**config.mk**
```make
export PLATFORM = sky130hd
export DESIGN_NAME = rc4_ctrl
export DESIGN_NICKNAME = d
export VERILOG_FILES = /design/src/rtl/rc4_ctrl.sv
export SDC_FILE = /design/constraint.sdc
export NUM_CORES = 1
export LEC_CHECK = 0
export CAP_MARGIN = 5
export CORE_ASPECT_RATIO = 1.75
export CORE_MARGIN = 8
export CORE_UTILIZATION = 30
export CTS_BUF_LIST = sky130_fd_sc_hd__clkbuf_4 sky130_fd_sc_hd__clkbuf_8
export DETAILED_ROUTE_END_ITERATION = 16
export SLEW_MARGIN = 20
export SYNTH_ARGS = -nofsm -noshare
export SYNTH_HDL_FRONTEND = slang
export SYNTH_SLANG_ARGS = --single-unit
export TNS_END_PERCENT = 30
```
**constraint.sdc**
```tcl
create_clock -name clk -period 10.9 [get_ports clk]
set_input_delay 1.09 -clock clk [delete_from_list [all_inputs] [get_ports clk]]
set_output_delay 1.09 -clock clk [all_outputs]
set_load 0.03 [all_outputs]
```
**src/rtl/rc4_ctrl.sv**
```systemverilog
// rc4_ctrl: sequencer and sole master of the 256x8 RC4 S-box RAM.
// Holds the key and re-initialises S to the identity permutation. It then
// runs the key schedule (KSA) and the keystream generator (PRGA), and
// streams keystream bytes out over a valid/ready handshake.
// Optional feature: define RC4_DROP_EN to discard the first DROP_N
// keystream bytes after the key schedule.
module rc4_ctrl #(
  parameter int KEY_MAX = 16,
  parameter int DROP_N  = 256,
  localparam int KLW    = $clog2(KEY_MAX + 1)
) (
  input  logic           clk,
  input  logic           rst_n,
  input  logic           key_we,
  input  logic [KLW-1:0] key_addr,
  input  logic [7:0]     key_data,
  input  logic [KLW-1:0] key_len,
  input  logic           start,
  input  logic           clear,
  output logic           busy,
  output logic           gen_active,
  output logic [7:0]     ks_data,
  output logic           ks_valid,
  input  logic           ks_ready,
  output logic [7:0]     ram_raddr_1,
  input  logic [7:0]     ram_rdata_1,
  output logic [7:0]     ram_waddr_2,
  output logic [7:0]     ram_wdata_2,
  output logic           ram_wen_2,
  output logic [7:0]     ram_addr_3,
  output logic [7:0]     ram_wdata_3,
  output logic           ram_wen_3,
  input  logic [7:0]     ram_rdata_3
);

  // Key array index width; klen never exceeds KEY_MAX so k stays in range.
  localparam int KAW = (KEY_MAX > 1) ? $clog2(KEY_MAX) : 1;
  localparam logic [KLW-1:0] KMAX_L = KLW'(KEY_MAX);

  typedef enum logic [3:0] {
    ST_IDLE     = 4'd0,
    ST_INIT     = 4'd1,
    ST_KSA_RD   = 4'd2,
    ST_KSA_SW1  = 4'd3,
    ST_KSA_SW2  = 4'd4,
    ST_GEN_RD   = 4'd5,
    ST_GEN_SW1  = 4'd6,
    ST_GEN_SW2  = 4'd7,
    ST_GEN_HOLD = 4'd8
  } state_t;

  state_t         state_r;
  logic [7:0]     i_r;
  logic [7:0]     j_r;
  logic [KLW-1:0] k_r;
  logic [7:0]     si_r;
  logic [7:0]     sj_r;
  logic [7:0]     cnt_r;
  logic [KLW-1:0] klen_r;
  logic [7:0]     key_r [KEY_MAX];
  logic           busy_r;
  logic           gen_active_r;
  logic [7:0]     ks_data_r;
  logic           ks_valid_r;

  logic [7:0]     raddr_1_s;
  logic [7:0]     waddr_2_s;
  logic [7:0]     wdata_2_s;
  logic           wen_2_s;
  logic [7:0]     addr_3_s;
  logic [7:0]     wdata_3_s;
  logic           wen_3_s;
  logic [7:0]     t_s;
  logic [7:0]     byte_s;
  logic           len_ok_s;

`ifdef RC4_DROP_EN
  localparam int DW = (DROP_N > 0) ? $clog2(DROP_N + 1) : 1;
  logic [DW-1:0]  drop_r;
`else
  // DROP_N only matters when the drop feature is built in.
  logic           unused_drop_s;
  assign unused_drop_s = (DROP_N != 32'sd0);
`endif

  // In GEN_SW2 the S[j] write has not landed yet, so forward si when t hits j.
  assign t_s      = si_r + sj_r;
  assign byte_s   = (t_s == j_r) ? si_r : ram_rdata_1;
  assign len_ok_s = (key_len != {KLW{1'b0}}) && (key_len <= KMAX_L);

  // RAM port drive: read data is same-cycle, so addresses follow the state.
  always_comb begin
    raddr_1_s = 8'd0;
    waddr_2_s = 8'd0;
    wdata_2_s = 8'd0;
    wen_2_s   = 1'b0;
    addr_3_s  = 8'd0;
    wdata_3_s = 8'd0;
    wen_3_s   = 1'b0;
    case (state_r)
      ST_INIT: begin
        waddr_2_s = cnt_r;
        wdata_2_s = cnt_r;
        wen_2_s   = 1'b1;
      end
      ST_KSA_RD: begin
        raddr_1_s = i_r;
      end
      ST_GEN_RD: begin
        raddr_1_s = i_r + 8'd1;
      end
      ST_KSA_SW1, ST_GEN_SW1: begin
        addr_3_s  = j_r;
        waddr_2_s = i_r;
        wdata_2_s = ram_rdata_3;
        wen_2_s   = 1'b1;
      end
      ST_KSA_SW2: begin
        addr_3_s  = j_r;
        wdata_3_s = si_r;
        wen_3_s   = 1'b1;
      end
      ST_GEN_SW2: begin
        addr_3_s  = j_r;
        wdata_3_s = si_r;
        wen_3_s   = 1'b1;
        raddr_1_s = t_s;
      end
      default: begin
        raddr_1_s = 8'd0;
      end
    endcase
  end

  // Sequencer: state, indices, key storage and registered status outputs.
  always_ff @(posedge clk or negedge rst_n) begin
    if (!rst_n) begin
      state_r      <= ST_IDLE;
      i_r          <= 8'd0;
      j_r          <= 8'd0;
      k_r          <= {KLW{1'b0}};
      si_r         <= 8'd0;
      sj_r         <= 8'd0;
      cnt_r        <= 8'd0;
      klen_r       <= {KLW{1'b0}};
      busy_r       <= 1'b0;
      gen_active_r <= 1'b0;
      ks_data_r    <= 8'd0;
      ks_valid_r   <= 1'b0;
      for (int n = 0; n < KEY_MAX; n++) begin
        key_r[n] <= 8'd0;
      end
`ifdef RC4_DROP_EN
      drop_r       <= {DW{1'b0}};
`endif
    end else if (clear) begin
      state_r      <= ST_IDLE;
      busy_r       <= 1'b0;
      gen_active_r <= 1'b0;
      ks_valid_r   <= 1'b0;
      ks_data_r    <= 8'd0;
    end else begin
      case (state_r)
        ST_IDLE: begin
          if (key_we && (key_addr < KMAX_L)) begin
            key_r[key_addr[KAW-1:0]] <= key_data;
          end
          if (start && len_ok_s) begin
            klen_r  <= key_len;
            cnt_r   <= 8'd0;
            busy_r  <= 1'b1;
            state_r <= ST_INIT;
          end
        end
        ST_INIT: begin
          cnt_r <= cnt_r + 8'd1;
          if (cnt_r == 8'd255) begin
            i_r     <= 8'd0;
            j_r     <= 8'd0;
            k_r     <= {KLW{1'b0}};
            state_r <= ST_KSA_RD;
          end
        end
        ST_KSA_RD: begin
          si_r    <= ram_rdata_1;
          j_r     <= j_r + ram_rdata_1 + key_r[k_r[KAW-1:0]];
          k_r     <= (k_r == klen_r - KLW'(1)) ? {KLW{1'b0}} : k_r + KLW'(1);
          state_r <= ST_KSA_SW1;
        end
        ST_KSA_SW1: begin
          sj_r    <= ram_rdata_3;
          state_r <= ST_KSA_SW2;
        end
        ST_KSA_SW2: begin
          if (i_r == 8'd255) begin
            i_r          <= 8'd0;
            j_r          <= 8'd0;
            gen_active_r <= 1'b1;
`ifdef RC4_DROP_EN
            drop_r       <= DW'(DROP_N);
`endif
            state_r      <= ST_GEN_RD;
          end else begin
            i_r     <= i_r + 8'd1;
            state_r <= ST_KSA_RD;
          end
        end
        ST_GEN_RD: begin
          i_r     <= i_r + 8'd1;
          si_r    <= ram_rdata_1;
          j_r     <= j_r + ram_rdata_1;
          state_r <= ST_GEN_SW1;
        end
        ST_GEN_SW1: begin
          sj_r    <= ram_rdata_3;
          state_r <= ST_GEN_SW2;
        end
        ST_GEN_SW2: begin
`ifdef RC4_DROP_EN
          if (drop_r != {DW{1'b0}}) begin
            drop_r  <= drop_r - DW'(1);
            state_r <= ST_GEN_RD;
          end else begin
            ks_data_r  <= byte_s;
            ks_valid_r <= 1'b1;
            state_r    <= ST_GEN_HOLD;
          end
`else
          ks_data_r  <= byte_s;
          ks_valid_r <= 1'b1;
          state_r    <= ST_GEN_HOLD;
`endif
        end
        ST_GEN_HOLD: begin
          if (ks_ready) begin
            ks_valid_r <= 1'b0;
            state_r    <= ST_GEN_RD;
          end
        end
        default: begin
          state_r      <= ST_IDLE;
          busy_r       <= 1'b0;
          gen_active_r <= 1'b0;
          ks_valid_r   <= 1'b0;
        end
      endcase
    end
  end

  assign busy        = busy_r;
  assign gen_active  = gen_active_r;
  assign ks_data     = ks_data_r;
  assign ks_valid    = ks_valid_r;
  assign ram_raddr_1 = raddr_1_s;
  assign ram_waddr_2 = waddr_2_s;
  assign ram_wdata_2 = wdata_2_s;
  assign ram_wen_2   = wen_2_s;
  assign ram_addr_3  = addr_3_s;
  assign ram_wdata_3 = wdata_3_s;
  assign ram_wen_3   = wen_3_s;

endmodule

```
==> flow_metrics.py, run 1 <==
metrics = {
    "synth": {
        "synthCells": 877,
        "synth_top_family_by_area": "multiplexers",
        "ys_seq_area_share_pct": 45.8,
        "syn_area_per_cell_um2": 12.0,
        "synth-adder-area-share_pct": 3.54,
        "synth_async_sr_flop_share_pct": 100,
        "yosys.cell_types.count": 69,
        "synthSimpleGateAreaFrac_pct": 10.4,
        "syn_nets": 945,
        "syn-cell-area_mm2": 0.0105,
        "synth-edff-count": 0,
        "synth_compound_area_share_pct": 9.68,
        "synth-xor-area-share_pct": 3.89,
        "synthMuxAreaShare_pct": 24.1,
        "synth.ff_latch_count": 193,
        "ys_warn_count": 0,
        "synth_top_flop_cell": "dfrtp_1",
    },
    "floorplanning": {
        "coreArea_mm2": 0.0350,
        "chipHeight_um": 264,
        "num_rows": 91,
        "fp.dieArea_mm2": 0.0416,
        "pin_count": 93,
        "fp.dieW_um": 158,
        "start_util_pct": 30.2,
    },
    "pwr": {
        "max-vdd-ir-drop_v": 0.0000702,
        "p_sw_share_pct": 36.4,
        "leakagePower_nw": 5.27,
        "powerDensity_mw_per_mm2": 186,
        "power_mw": 2.29,
        "p_clk_share_pct": 21.8,
        "cell_internal_pwr_mw": 1.46,
        "seqPwrFrac_pct": 42.6,
        "p_comb_share_pct": 35.7,
        "switchingPower_mw": 0.833,
    },
    "clock_network": {
        "cts_tree": "yes",
        "cts_hold_buf": 0,
        "post_cts_buffers": 0,
        "ctsLongestPathBuffers": 2,
        "cts_buffers": 17,
        "h-tree-depth": 4,
        "clockRootBuffer": "clkbuf_8",
        "path_clk_slew_ns": 0.11,
        "cts_sinks": 193,
        "clock_latency_ns": 0.51,
        "ctsResizeCount": 0,
    },
    "drt": {
        "routed_via_density": 5.05,
        "drt_iter0_drc": 316,
        "routedWlPerCell_um": 19.5,
        "first_pass_iters": 4,
        "ant_nets": 0,
        "route.detailed.drc": 0,
        "vias": 7179,
        "routed_wl_mm": 27.7,
    },
    "layout": {
        "drive_above_1_share_pct": 25.2,
        "syn_to_final_growth_pct": 16.7,
        "fin_util_pct": 35.2,
        "fin_cells": 1422,
        "design_area_mm2": 0.0123,
        "fillers": 3492,
        "fin_nets": 1011,
    },
    "placed_design": {
        "io_buffer_count": 92,
        "hpwl_mm": 21.2,
        "postPlaceCellArea_mm2": 0.0119,
        "dp.cells": 1389,
        "gp_congestion": 0.839,
        "dp_slack_ns": 6.63,
    },
    "global_route": {
        "grt_overflow": 0,
        "grt_max_degree": 76,
        "antenna_found_initial": 2,
        "grt_pass1_wl_mm": 44.0,
        "grtUsageTotal_pct": 13.9,
        "grt_pass1_vias": 7715,
    },
    "worst_setup_path": {
        "arrival_ns": 3.71,
        "start_kind": "flop",
        "crit_type": "reg2out",
        "worst_ep_required_time_ns": 9.81,
        "crit_path_max_fanout": 24,
        "end_kind": "output pin",
    },
    "run": {
        "cap_violations": 0,
    },
    "sta": {
        "whs_ns": 0.501,
        "skew_ns": 0.0208,
        "slew_viol_final": 0,
        "period_share_pct": 44.0,
        "fmax_mhz": 209,
        "setup_viol": 0,
        "period_minus_slack_ns": 4.80,
        "tightest_slew_ns": 1.15,
        "fin_ws_ns": 6.10,
        "tns_ns": 0,
        "hold_violations": 0,
        "slew_headroom_pct": 23.3,
        "rsz0062_at_grt": "false",
    },
    "hold_path": {
        "holdCritPathClass": "in2async",
    },
    "run_status": {
        "status": "complete, no violations",
    },
}
## cell usage in the layout, fill, tap and decap left out, types with 12 or more instances in the layout
cell type	count
nand3_1	24
mux4_2	40
o21ai_0	62
nor3_1	13
inv_1	13
xnor2_1	29
nand2_1	46
clkdlybuf4s50_1	91
a22o_1	18
clkbuf_8	18
a31oi_1	12
a21oi_1	20
dfrtp_1	192
ha_1	25
mux2_2	136
nor2_1	44
## power groups by stage
| stage | sequential, mW | combinational, mW | clock [mW] |
|---|---|---|---|
| floorplan | 0.931 | 0.654 | 0 |
| global placement | 0.984 | 0.809 | 0 |
| detailed placement | 0.991 | 0.822 | 0 |
| CTS | 0.975 | 0.826 | 0.518 |
| global route | 0.995 | 0.902 | 0.540 |
| finish | 0.974 | 0.816 | 0.498 |
## sequential cells by signal (all words and copies together) (netlist names)
name and flops:
state_r 4, cnt_r 8, gen_active 1, k_r 5, si_r 8, j_r 8
ks_valid 1, key_r 128, busy 1, klen_r 5, i_r 8, sj_r 8
ks_data 8
## critical path: stages (launching register included)
cell and delay [ns]:
dfrtp_1 0.80, xnor2_1 0.18, nor3b_2 0.93, nor2_1 0.38, nor2b_1 0.21, clkdlybuf4s50_1 0.70
## cell type report
class                           count  area [um^2]  share of cell area (%)
Inverter                           13         48.8                   0.396
Clock inverter                     15          194                    1.58
Antenna cell                        1         2.50                  0.0203
Clock buffer                       17          234                    1.90
Multi-Input combinational cell    619         5440                    44.2
Timing Repair Buffer               99          977                    7.94
Sequential cell                   193         4830                    39.2
Tap cell                          465          582                    4.73
## cell usage after synthesis, types with 3 or more instances
cell type,number,area share (%)
a21o_1,7,0.50
clkbuf_2,3,0.14
and2_1,10,0.59
nor2_2,9,0.53
mux4_2,40,8.5
nor2b_1,10,0.59
a31oi_1,12,0.71
nand2_1,46,1.6
mux2_1,9,0.96
and4b_1,3,0.28
dfrtp_1,193,46
a22o_1,18,1.5
xor2_1,10,0.83
nand2b_1,11,0.65
nand3_1,24,1.1
ha_1,25,3.0
nor2_1,44,1.6
o21ai_0,62,2.9
and3_1,4,0.24
o31ai_1,6,0.43
o21ai_1,3,0.14
inv_1,13,0.46
nor3_1,13,0.62
xnor2_1,29,2.4
o221ai_1,3,0.25
o21bai_1,3,0.21
fa_1,3,0.57
mux2_2,136,15
or3_1,6,0.36
or2_2,3,0.18
a21oi_1,20,0.95
clkbuf_1,30,1.1
buf_2,15,0.71
a22oi_1,8,0.57
## logic make-up (layout without fill, tap and decap cells)
kind of cell	count (synthesis)	in the layout
simple gates	203	203
flops	193	193
mux	186	186
compound gates	160	160
buf+inv	65	144
xor+xnor	42	42
fa+ha+maj	28	28
other cells	0	1
## per-layer routing
layer,part of all wire (%),track usage (%)
met2,57,26.6
met4,3.7,6.93
met1,35,13.8
met5,0.047,0
met3,3.3,2.31
## path summary, 6_finish.rpt
| check | from | slack, ns | endpoint | cells past startpoint |
|---|---|---|---|---|
| setup / recovery | state_r[0] | 6.10 | ram_addr_3[0] | 5 |
| hold / removal | rst_n | 0.50 | klen_r[3] | 1 |
| setup reg to reg | k_r[0] | 6.95 | j_r[7] | 11 |
| hold reg to reg | key_r[119] | 0.50 | key_r[119] | 1 |
| max in group asynchronous | rst_n | 9.05 | ks_data[6] | 2 |
| min in group clk | key_r[119] | 0.50 | key_r[119] | 1 |
(Power assumes the default switching activity.)
==> run 2: changes to the inputs <==
clock period = 4.56 ns   (was 10.9 ns; I/O delays follow)
==> flow_metrics.py, run 2 (synthesis gave the netlist of run 1 again) <==
metrics = {
    "run_status": {
        "status": "complete, no violations",
    },
    "placed_design": {
        "hpwl_mm": 21.8,
        "dp_slack_ns": 0.781,
        "postPlaceCellArea_mm2": 0.0119,
        "io_buffer_count": 92,
        "gp_congestion": 0.837,
    },
    "drt": {
        "routed_via_density": 5.12,
        "routed_wl_mm": 29.2,
        "route.detailed.drc": 0,
        "drt_iter0_drc": 464,
        "ant_nets": 0,
        "routedWlPerCell_um": 20.4,
        "first_pass_iters": 4,
        "vias": 7320,
    },
    "floorplanning": {
        "fp.dieW_um": 158,
        "fp.dieArea_mm2": 0.0416,
        "coreArea_mm2": 0.0350,
        "num_rows": 91,
        "start_util_pct": 30.2,
        "pin_count": 93,
        "chipHeight_um": 264,
    },
    "run": {
        "cap_violations": 0,
    },
    "global_route": {
        "grtUsageMet1_pct": 15.2,
        "grt_overflow": 0,
        "grt_max_degree": 109,
        "antenna_found_initial": 1,
        "globalRouteMet2Util_pct": 27.2,
        "grtUsageTotal_pct": 14.5,
        "busiest_layer": "met2",
        "grt_pass1_wl_mm": 45.6,
        "grt_pass1_vias": 7693,
        "grtUsageMet3_pct": 2.65,
    },
    "layout": {
        "drive_above_1_share_pct": 25.8,
        "fin_util_pct": 35.4,
        "multi_input_area_mm2": 0.00544,
        "final_common_cell": "dfrtp_1",
        "fin_nets": 1018,
        "ff_latch_area_mm2": 0.00483,
        "mostFrequentLayoutCells": "192 x dfrtp_1, 136 x mux2_2, 91 x clkdlybuf4s50_1, 62 x o21ai_0, 46 x nand2_1",
        "syn_to_final_growth_pct": 17.3,
        "top_register": "key_r",
        "design_area_mm2": 0.0124,
        "fillers": 3494,
        "largest_register_ffs": 128,
    },
    "sta": {
        "rsz0062_at_grt": "false",
        "fmax_mhz": 266,
        "fin_ws_ns": 0.801,
        "tns_ns": 0,
        "slew_viol_final": 0,
        "hold_violations": 0,
        "period_minus_slack_ns": 3.76,
        "setup_viol": 0,
        "slew_headroom_pct": 37.8,
        "tightest_slew_ns": 0.929,
        "period_share_pct": 82.4,
        "skew_ns": 0.0155,
    },
    "clock_network": {
        "path_clk_slew_ns": 0.11,
        "ctsResizeCount": 0,
        "ctsLongestPathBuffers": 2,
        "clock_latency_ns": 0.51,
        "post_cts_buffers": 0,
        "cts_tree": "yes",
        "clockRootBuffer": "clkbuf_8",
        "cts_hold_buf": 0,
        "cts_sinks": 193,
        "cts_buffers": 17,
        "h-tree-depth": 4,
    },
    "worst_setup_path": {
        "timing.rr.end": "j_r[6]",
        "crit_type": "reg2reg",
        "worst_ep_required_time_ns": 4.98,
        "arrival_ns": 4.18,
        "timing.rr.start": "k_r[0]",
        "ff2ff_path_depth": 11,
        "ff2ff_setup_slack_ns": 0.80,
        "crit_path_max_fanout": 20,
        "start_kind": "flop",
        "end_kind": "flop",
    },
    "pwr": {
        "leakagePower_nw": 5.32,
        "power_mw": 5.52,
        "powerDensity_mw_per_mm2": 446,
        "max-vdd-ir-drop_v": 0.000230,
    },
    "hold_path": {
        "holdCritPathClass": "in2async",
    },
}
==> run 2: cell types whose count changed in the layout (fill, tap and decap cells not counted) <==
cell	delta
buf_4	+6
clkinv_8	-4
clkinv_4	+2
inv_6	-2
buf_12	+1
bufinv_16	+1
clkbuf_4	+1
clkbuf_8	+1
inv_8	+1
==> run 2: worst max-delay path, stage by stage, from the launching register on <==
cell and delay, ns:
dfrtp_2 0.83, mux4_2 0.59, mux4_2 0.54, ha_1 0.24
fa_1 0.41, a21o_1 0.19, a21oi_1 0.22, o21bai_1 0.09
a21oi_1 0.20, xnor2_1 0.14, a22oi_1 0.08, o21ai_1 0.15
==> run 2: power breakdown <==
| group | leakage [nW] | internal, mW | switching [mW] |
|---|---|---|---|
| Sequential | 2.59 | 2.04 | 0.351 |
| Clock | 0.213 | 0.530 | 0.674 |
| Combinational | 2.51 | 0.985 | 0.940 |
| Total | 5.32 | 3.55 | 1.97 |
==> run 2: how the worst max path moves through the flow <==
| stage | from | end | cells after the start |
|---|---|---|---|
| floorplan | k_r[0] | j_r[7] | 12 |
| global placement | k_r[0] | j_r[7] | 10 |
| detailed placement | k_r[0] | j_r[7] | 10 |
| CTS | k_r[0] | j_r[7] | 10 |
| global route | k_r[0] | j_r[7] | 10 |
| finish | k_r[0] | j_r[6] | 11 |
==> run 2: cell type report <==
cell class,count,area share (%)
flip-flops and latches,193,39.0
diodes,1,0.0202
clock inverters,13,1.38
inverters,13,0.394
multi-input cells,619,44.0
repair buffers,106,8.42
well taps,465,4.70
clock buffers,19,2.06
==> run 2: routing by layer <==
metal / wire, um / vias up / share of wire [%]
li1: - / 3374 / -
met1: 10500 / 3767 / 36
met2: 16500 / 135 / 57
met3: 1130 / 44 / 3.9
met4: 1040 / 0 / 3.6
met5: 0 / - / 0
==> run 2: stage by stage <==
stage	instances	hold WS, ns
after floorplan	877	0.160
after global placement	1396	0.478
after detailed placement	1396	0.482
after CTS	1428	0.0566
after global routing	1429	0.0959
final	1429	0.0380
